## config.mk

```make
export PLATFORM = sky130hd
export DESIGN_NAME = addsub_arbiter
export DESIGN_NICKNAME = d
export VERILOG_FILES = /design/src/rtl/addsub_arbiter.sv
export SDC_FILE = /design/constraint.sdc
export NUM_CORES = 1
export LEC_CHECK = 0
export CORE_ASPECT_RATIO = 0.8
export CORE_MARGIN = 2
export CORE_UTILIZATION = 41
export DETAILED_ROUTE_END_ITERATION = 8
export PLACE_DENSITY_LB_ADDON = 0.08
export SETUP_SLACK_MARGIN = 0.5
export SLEW_MARGIN = 25
export SYNTH_ARGS = -nofsm -noshare
export SYNTH_HDL_FRONTEND = slang
export SYNTH_SLANG_ARGS = --single-unit
```

## constraint.sdc

```tcl
create_clock -name clk -period 3 [get_ports clk]
set_input_delay 0.6 -clock clk [delete_from_list [all_inputs] [get_ports clk]]
set_output_delay 0.6 -clock clk [all_outputs]
set_load 0.03 [all_outputs]
```

## src/rtl/addsub_arbiter.sv

```systemverilog
// rtl/addsub_arbiter.sv - round-robin command arbiter in front of AddSub (option macro: ADDSUB_ARB_PRIO0_EN)
module addsub_arbiter #(
    parameter int  NREQ       = 4,
    parameter int  MAGW       = 10,
    parameter int  SETTLE_CYC = 2,
    localparam int IDW        = $clog2(NREQ)
) (
    input  logic                 clk,
    input  logic                 rst,
    input  logic [NREQ-1:0]      req,
    input  logic [NREQ-1:0]      req_dir,
    input  logic [NREQ*MAGW-1:0] req_mag,
    output logic [NREQ-1:0]      gnt,
    output logic                 as_en,
    output logic                 as_dir,
    output logic [MAGW-1:0]      as_mag,
    output logic                 busy,
    output logic [IDW-1:0]       last_id
);

    localparam int CW = 4;

    typedef enum logic [1:0] {
        S_IDLE   = 2'd0,
        S_ISSUE  = 2'd1,
        S_SETTLE = 2'd2
    } state_t;

    state_t          r_state;
    state_t          w_state;
    logic [IDW-1:0]  r_rr_ptr;
    logic [IDW-1:0]  w_rr_ptr;
    logic [IDW-1:0]  w_rr_adv;
    logic [CW-1:0]   r_cnt;
    logic [CW-1:0]   w_cnt;
    logic [NREQ-1:0] r_gnt;
    logic [NREQ-1:0] w_gnt;
    logic            r_as_en;
    logic            w_as_en;
    logic            r_as_dir;
    logic            w_as_dir;
    logic [MAGW-1:0] r_as_mag;
    logic [MAGW-1:0] w_as_mag;
    logic            r_busy;
    logic            w_busy;
    logic [IDW-1:0]  r_last_id;
    logic [IDW-1:0]  w_last_id;
    logic            w_found;
    logic [IDW-1:0]  w_sel;
    logic [MAGW-1:0] w_req_mag;

    assign gnt     = r_gnt;
    assign as_en   = r_as_en;
    assign as_dir  = r_as_dir;
    assign as_mag  = r_as_mag;
    assign busy    = r_busy;
    assign last_id = r_last_id;

    assign w_req_mag = req_mag[int'(w_sel) * MAGW +: MAGW];

    // Choose the first pending requester starting at the round-robin pointer
    always_comb begin : p_select
        int             v_base;
        int             v_idx;
        logic [IDW-1:0] v_bit;
        w_found = 1'b0;
        w_sel   = '0;
        v_base  = 0;
        v_idx   = 0;
        v_bit   = '0;
`ifdef ADDSUB_ARB_PRIO0_EN
        // Requester 0 always wins; the rotating scan covers 1..NREQ-1 only
        v_base = (r_rr_ptr == '0) ? 1 : int'(r_rr_ptr);
        if (req[0]) begin
            w_found = 1'b1;
        end else begin
            for (int k = 0; k < NREQ - 1; k++) begin
                v_idx = 1 + ((v_base - 1 + k) % (NREQ - 1));
                v_bit = IDW'(v_idx);
                if (!w_found && req[v_bit]) begin
                    w_found = 1'b1;
                    w_sel   = v_bit;
                end
            end
        end
`else
        v_base = int'(r_rr_ptr);
        for (int k = 0; k < NREQ; k++) begin
            v_idx = (v_base + k) % NREQ;
            v_bit = IDW'(v_idx);
            if (!w_found && req[v_bit]) begin
                w_found = 1'b1;
                w_sel   = v_bit;
            end
        end
`endif
    end

    // Pointer value one past the requester just granted
    always_comb begin
        if (r_last_id == IDW'(NREQ - 1)) begin
`ifdef ADDSUB_ARB_PRIO0_EN
            w_rr_adv = IDW'(1);
`else
            w_rr_adv = '0;
`endif
        end else begin
            w_rr_adv = r_last_id + IDW'(1);
        end
    end

    // Next state and next registered outputs
    always_comb begin
        w_state   = r_state;
        w_gnt     = '0;
        w_as_en   = 1'b0;
        w_as_dir  = r_as_dir;
        w_as_mag  = r_as_mag;
        w_last_id = r_last_id;
        w_rr_ptr  = r_rr_ptr;
        w_cnt     = r_cnt;
        case (r_state)
            S_IDLE: begin
                if (w_found) begin
                    w_state      = S_ISSUE;
                    w_gnt[w_sel] = 1'b1;
                    w_as_en      = |w_req_mag;
                    w_as_dir     = req_dir[w_sel];
                    w_as_mag     = w_req_mag;
                    w_last_id    = w_sel;
                end
            end
            S_ISSUE: begin
                w_rr_ptr = w_rr_adv;
                // A zero-magnitude command never reached AddSub, so nothing needs to settle
                if (r_as_mag != '0) begin
                    w_state = S_SETTLE;
                    w_cnt   = CW'(SETTLE_CYC);
                end else begin
                    w_state = S_IDLE;
                end
            end
            S_SETTLE: begin
                w_cnt = r_cnt - CW'(1);
                if (r_cnt <= CW'(1)) begin
                    w_state = S_IDLE;
                end
            end
            default: begin
                w_state = S_IDLE;
            end
        endcase
        w_busy = (w_state != S_IDLE);
    end

    // State, pointer, counter and output registers
    always_ff @(posedge clk) begin
        if (rst) begin
            r_state   <= S_IDLE;
            r_rr_ptr  <= '0;
            r_cnt     <= '0;
            r_gnt     <= '0;
            r_as_en   <= 1'b0;
            r_as_dir  <= 1'b0;
            r_as_mag  <= '0;
            r_busy    <= 1'b0;
            r_last_id <= '0;
        end else begin
            r_state   <= w_state;
            r_rr_ptr  <= w_rr_ptr;
            r_cnt     <= w_cnt;
            r_gnt     <= w_gnt;
            r_as_en   <= w_as_en;
            r_as_dir  <= w_as_dir;
            r_as_mag  <= w_as_mag;
            r_busy    <= w_busy;
            r_last_id <= w_last_id;
        end
    end

endmodule

```

Word level (Yosys, flattened, before mapping) --
Index checks and enable logic that the tools add are counted.
Cells by class: magnitude comparators 7, $mul 1, $add $sub $neg 5, mux-type cells 27, shift-type cells 1, equal/unequal tests 4, bitwise logic cells 2, reduce and logical (&&, ||, !) cells 15
Operators with widths (number):
- 40-bit by 7-bit variable part select with 10-bit output | 1
- 2-bit 2-to-1 mux | 8
- 2-bit by 3-bit < comparator with 1-bit output, second input constant | 5
- 1-bit binary-select mux with 2-bit select | 5
- 1-bit 2-to-1 mux | 10
- 10-bit nonzero test | 1
- 10-bit OR reduction | 1
- 4-bit case mux with 2 select lines | 1
- 2-bit case mux with 3 select lines | 1
- 2-bit by 3-bit multiplier with 5-bit output, second input constant | 1
- 2-bit by 1-bit adder with 2-bit output, second input constant | 2
- 2-bit adder, second input constant | 2
- 2-bit equality test, second input constant | 2
- 4-bit by 1-bit less-or-equal comparator with 1-bit output, second input constant | 1
- 1-bit logical AND | 4
- 4-bit 2-to-1 mux | 1
- 2-bit AND reduction | 2
- 2-bit nonzero test | 2
- 4-bit by 1-bit subtractor with 4-bit output, second input constant | 1
- 1-bit zero test | 3
- 3-bit OR reduction | 1
- 1-bit demux with 2-bit select | 1
- 2-bit by 1-bit equality test with 1-bit output, second input constant | 1
- 2-bit by 1-bit >= comparator with 1-bit output, second input constant | 1
- other kinds (3) | 4
Storage, ports and cells: output and inout bits 19, bits in registers 27, logic and storage cells 71

Depth between registers and ports, before layout --
depth in word-level cells 16, depth in mapped cells 9, gate-level depth less buffers 7

Least setup slack after synthesis --
OpenSTA, ideal clock, no wires.
kind input to register, start point in req[2], end point reg r_as_en, in the netlist as_en, stages on the path 9, path buffers 2, arrival 2276 ps, data required time 2880 ps, slack 604 ps, cells stage by stage nor2b_1 or4b_4 buf_6 nand2_8 buf_12 mux2i_1 a22o_1 nand4_1 o31a_1
Between the ends: cells in the longest elaborated chain, start to end 15
RTL lines:
- start: declaration | RTL line 10 | input logic [NREQ-1:0] req,
- 1-bit binary-select mux with 2-bit select | RTL line 91 | if (!w_found && req[v_bit]) begin
- 1-bit 2-to-1 mux (implied by the code) | RTL line 91
- 1-bit 2-to-1 mux | RTL line 91
- 1-bit zero test | RTL line 91
- 1-bit logical AND | RTL line 91
- 1-bit 2-to-1 mux | RTL line 91
- 1-bit zero test | RTL line 91
- 1-bit logical AND | RTL line 91
- 1-bit 2-to-1 mux | RTL line 91
- 1-bit zero test | RTL line 91
- 1-bit logical AND | RTL line 91
- 2-bit 2-to-1 mux | RTL line 91
- 2-bit by 3-bit multiplier with 5-bit output | RTL line 59 | assign w_req_mag = req_mag[int'(w_sel) * MAGW +: MAGW];
- 40-bit by 7-bit variable part select with 10-bit output | RTL line 59
- 10-bit OR reduction | RTL line 127 | w_as_en = |w_req_mag;
- end signal: assignment | RTL line 173 | r_as_en <= w_as_en;
- end: declaration | RTL line 38 | logic r_as_en;
Several ways; a longest one is shown, not always the timed one. The select of a mux whose other input is x is not followed. A chain may end at the register's enable or synchronous reset.

Worst setup path in the final report --
start point in req[1], end point reg r_as_en, in the netlist as_en
The elaborated chain is that of the path after synthesis.

==> metrics.cfg <==
[run_status]
status=finished clean

[yosys]
synth_cell_type_count=36
synth-edff-count=0
synth_common_cells=dfxtp_1 (27), mux2i_1 (25), nor2_1 (24)
synth_area_per_cell_um2=9.01
yosysWarnings=0
syn_nets=220
ys_dominant_reg_cell=dfxtp_1
synthTopCellsByArea=dfxtp_1 (36%), mux2i_1 (17%), nor2_1 (6.0%)
yosys.area.top_type=dfxtp_1
synth_area_um2=1510
synth-async-reset-ratio_pct=0
synth_most_common_cell=dfxtp_1
synth_seq_cells=27
synth_cells=167
netlist.area_leader.share_pct=35.9
yosysSeqAreaShare_pct=35.9

[clock_network]
cts_tree=yes
cts_sinks=27
clockBufferDepth=2
htreeDepth=1
root_buffer=clkbuf_8
clock_latency_ps=260
clkTransAtPathRegs_ps=90
cts_buffers=3

[detailed_routing]
dr.pass1.iters=4
drc=0
vias_per_cell=5.17
antenna_left=0
drtIter0Drc=13
routed_wl_um=4280
dr_total_vias=1490
wire_per_inst_um=14.9

[floorplan]
core_area_um2=3470
die_area_um2=4170
die_w_um=71.7
fp.dieH_um=58.2
floorplan.initialDensity_pct=43.4
rows=19
pin_count=69

[setup_path]
slowest_stage=or4b_4
path_cells=dlygate4sd2_1 -> nor2_1 -> or4b_4 -> nand2_8 -> buf_12 -> buf_12 -> mux2i_1 -> mux2_4 -> nand4_1 -> o31a_1
crit_fanout=7
end_kind=flip-flop
critical_path_buf_inv_count=3
worstSetupStartpoint=req[1]
worstSetupStartpointType=input pin
crit_family=simple AND/OR/NAND/NOR gates
r2r-start=r_rr_ptr[0]$_SDFFE_PP0N_
cpPeakStageDelay_ps=590
path_class=in -> reg
cpMostUsedCell=buf_12
required_ps=3160
crit_arrival_ps=2610

[cells_and_area]
syn_to_final_growth_pct=61.8
layout-drive-gt1-share_pct=15.0
diodes=0
fin_nets=300
layout.cells.non_filler=288

[global_route]
antenna_found_initial=0
grt_pass1_wl_um=7020
grt_overflow_total=0
grt_max_degree=25
track_usage_pct=21.3
grt_pass1_vias=1541

[hold_path]
min_from=as_dir$_SDFFE_PP0P_
min_path_type=reg -> reg

[placed_design]
hpwl_um=3210
io_buffers=68
dp_cells=277
preCtsSetupSlack_ps=-19.1
gp_congestion=0.778

[timing]
fin_crit_ps=2450
setup_viol=0
setup_tns_ps=0
hold_viol_final=0
finClkSkew_ps=2.71
slew_headroom_pct=63.9
layout_setup_ws_ps=552
drv_slew=0
fin_crit_sh_pct=81.6
rsz0062_at_grt=false
max_freq_ghz=0.408
tightest_slew_ps=541

[power_and_ir_drop]
peakVddDrop_mv=0.511
leakagePower_nw=0.986
total_power_mw=1.27
power_per_cell_area_nw_per_um2=522

[run]
maxCapViolCount=0

[cell families (layout without fill, tap and decap cells)]
family	count (synthesis)	in the layout	synth area share, %
compound gates	29	29	12.9
xor+xnor	1	1	0.582
fa+ha+maj	3	3	2.49
buf+inv	13	92	5.74
flops	27	27	35.9
mux	31	31	21.1
simple gates	63	63	21.3
[power by group]
| part | total [mW] | internal, mW | switching, mW |
|---|---|---|---|
| clock | 0.201 | 0.0949 | 0.106 |
| combinational | 0.621 | 0.323 | 0.298 |
| sequential | 0.449 | 0.411 | 0.0378 |
[per-stage QoR]
| stage | area [µm²] | hold WS [ps] | utilization (%) |
|---|---|---|---|
| after global placement | 2260 | 476 | 65.2 |
| final | 2430 | 534 | 70.2 |
| after detailed placement | 2260 | 511 | 65.2 |
| after global routing | 2430 | 587 | 70.2 |
| after CTS | 2370 | 535 | 68.3 |
| after floorplan | 1510 | 478 | - |
[worst paths after layout]
path | depth (start not counted) | slack (ps) | endpoint
worst max-delay path | 10 | 550 | as_en$_SDFF_PP0_
worst max register to register | 9 | 800 | as_en$_SDFF_PP0_
worst min register to register | 2 | 530 | as_dir$_SDFFE_PP0P_
worst min-delay path | 2 | 530 | as_dir$_SDFFE_PP0P_
[worst reg2reg max path, cell delays in order, from the launching register on]
cell     delay [ps]
dfxtp_1         380
nor2b_2          60
or4b_4          560
nand2_8         140
buf_12          110
buf_12          110
mux2i_1         190
mux2_4          170
nand4_1          90
o31a_1          280
[layout by cell type, fill, tap and decap left out, types with 2 or more instances in the layout]
cell,n
mux2_4,4
nand4_1,2
o21a_1,6
nand3_1,4
mux2i_1,22
mux2_2,2
a21oi_1,9
nand2_1,11
a22oi_1,2
buf_4,14
dlygate4sd2_1,2
dfxtp_1,27
mux2i_2,3
inv_1,2
nor4_1,3
nor2_1,24
nor2b_1,6
nor3_1,5
clkbuf_8,3
buf_12,3
a22o_1,2
o21ai_0,3
ha_1,3
clkdlybuf4s50_1,64
[cell type report]
class                      count  area [µm²]
fill                         267        1040
sequential                    27         541
multi-input combinational    127         923
inverter                       2        7.51
timing repair buffer          86         866
tap                           42        52.6
clock buffer                   4        45.0
[flip-flops by register name, indices dropped and copies added (netlist names)]
signal	count
as_mag	10
gnt	4
r_cnt	4
last_id	2
r_rr_ptr	2
r_state	2
as_dir	1
as_en	1
busy	1
[repair_timing]
item / 4_1_cts / 5_1_grt
cloned: 1 / 0
hold buffers: 0 / 0
gates resized for setup: 7 / 11
endpoints found under the setup margin: 11 / 2
pin swaps: 3 / 3
setup buffers: 3 / 3
[routing by layer]
| layer | vias to the layer above | GRT usage (%) | routed length (µm) |
|---|---|---|---|
| li1 | 751 | - | - |
| met1 | 708 | 27.0 | 2010 |
| met2 | 27 | 38.8 | 2080 |
| met3 | 4 | 3.83 | 159 |
| met4 | 0 | 3.23 | 29 |
| met5 | - | 0 | 0 |
No activity file was read; power rests on OpenSTA's default activity.
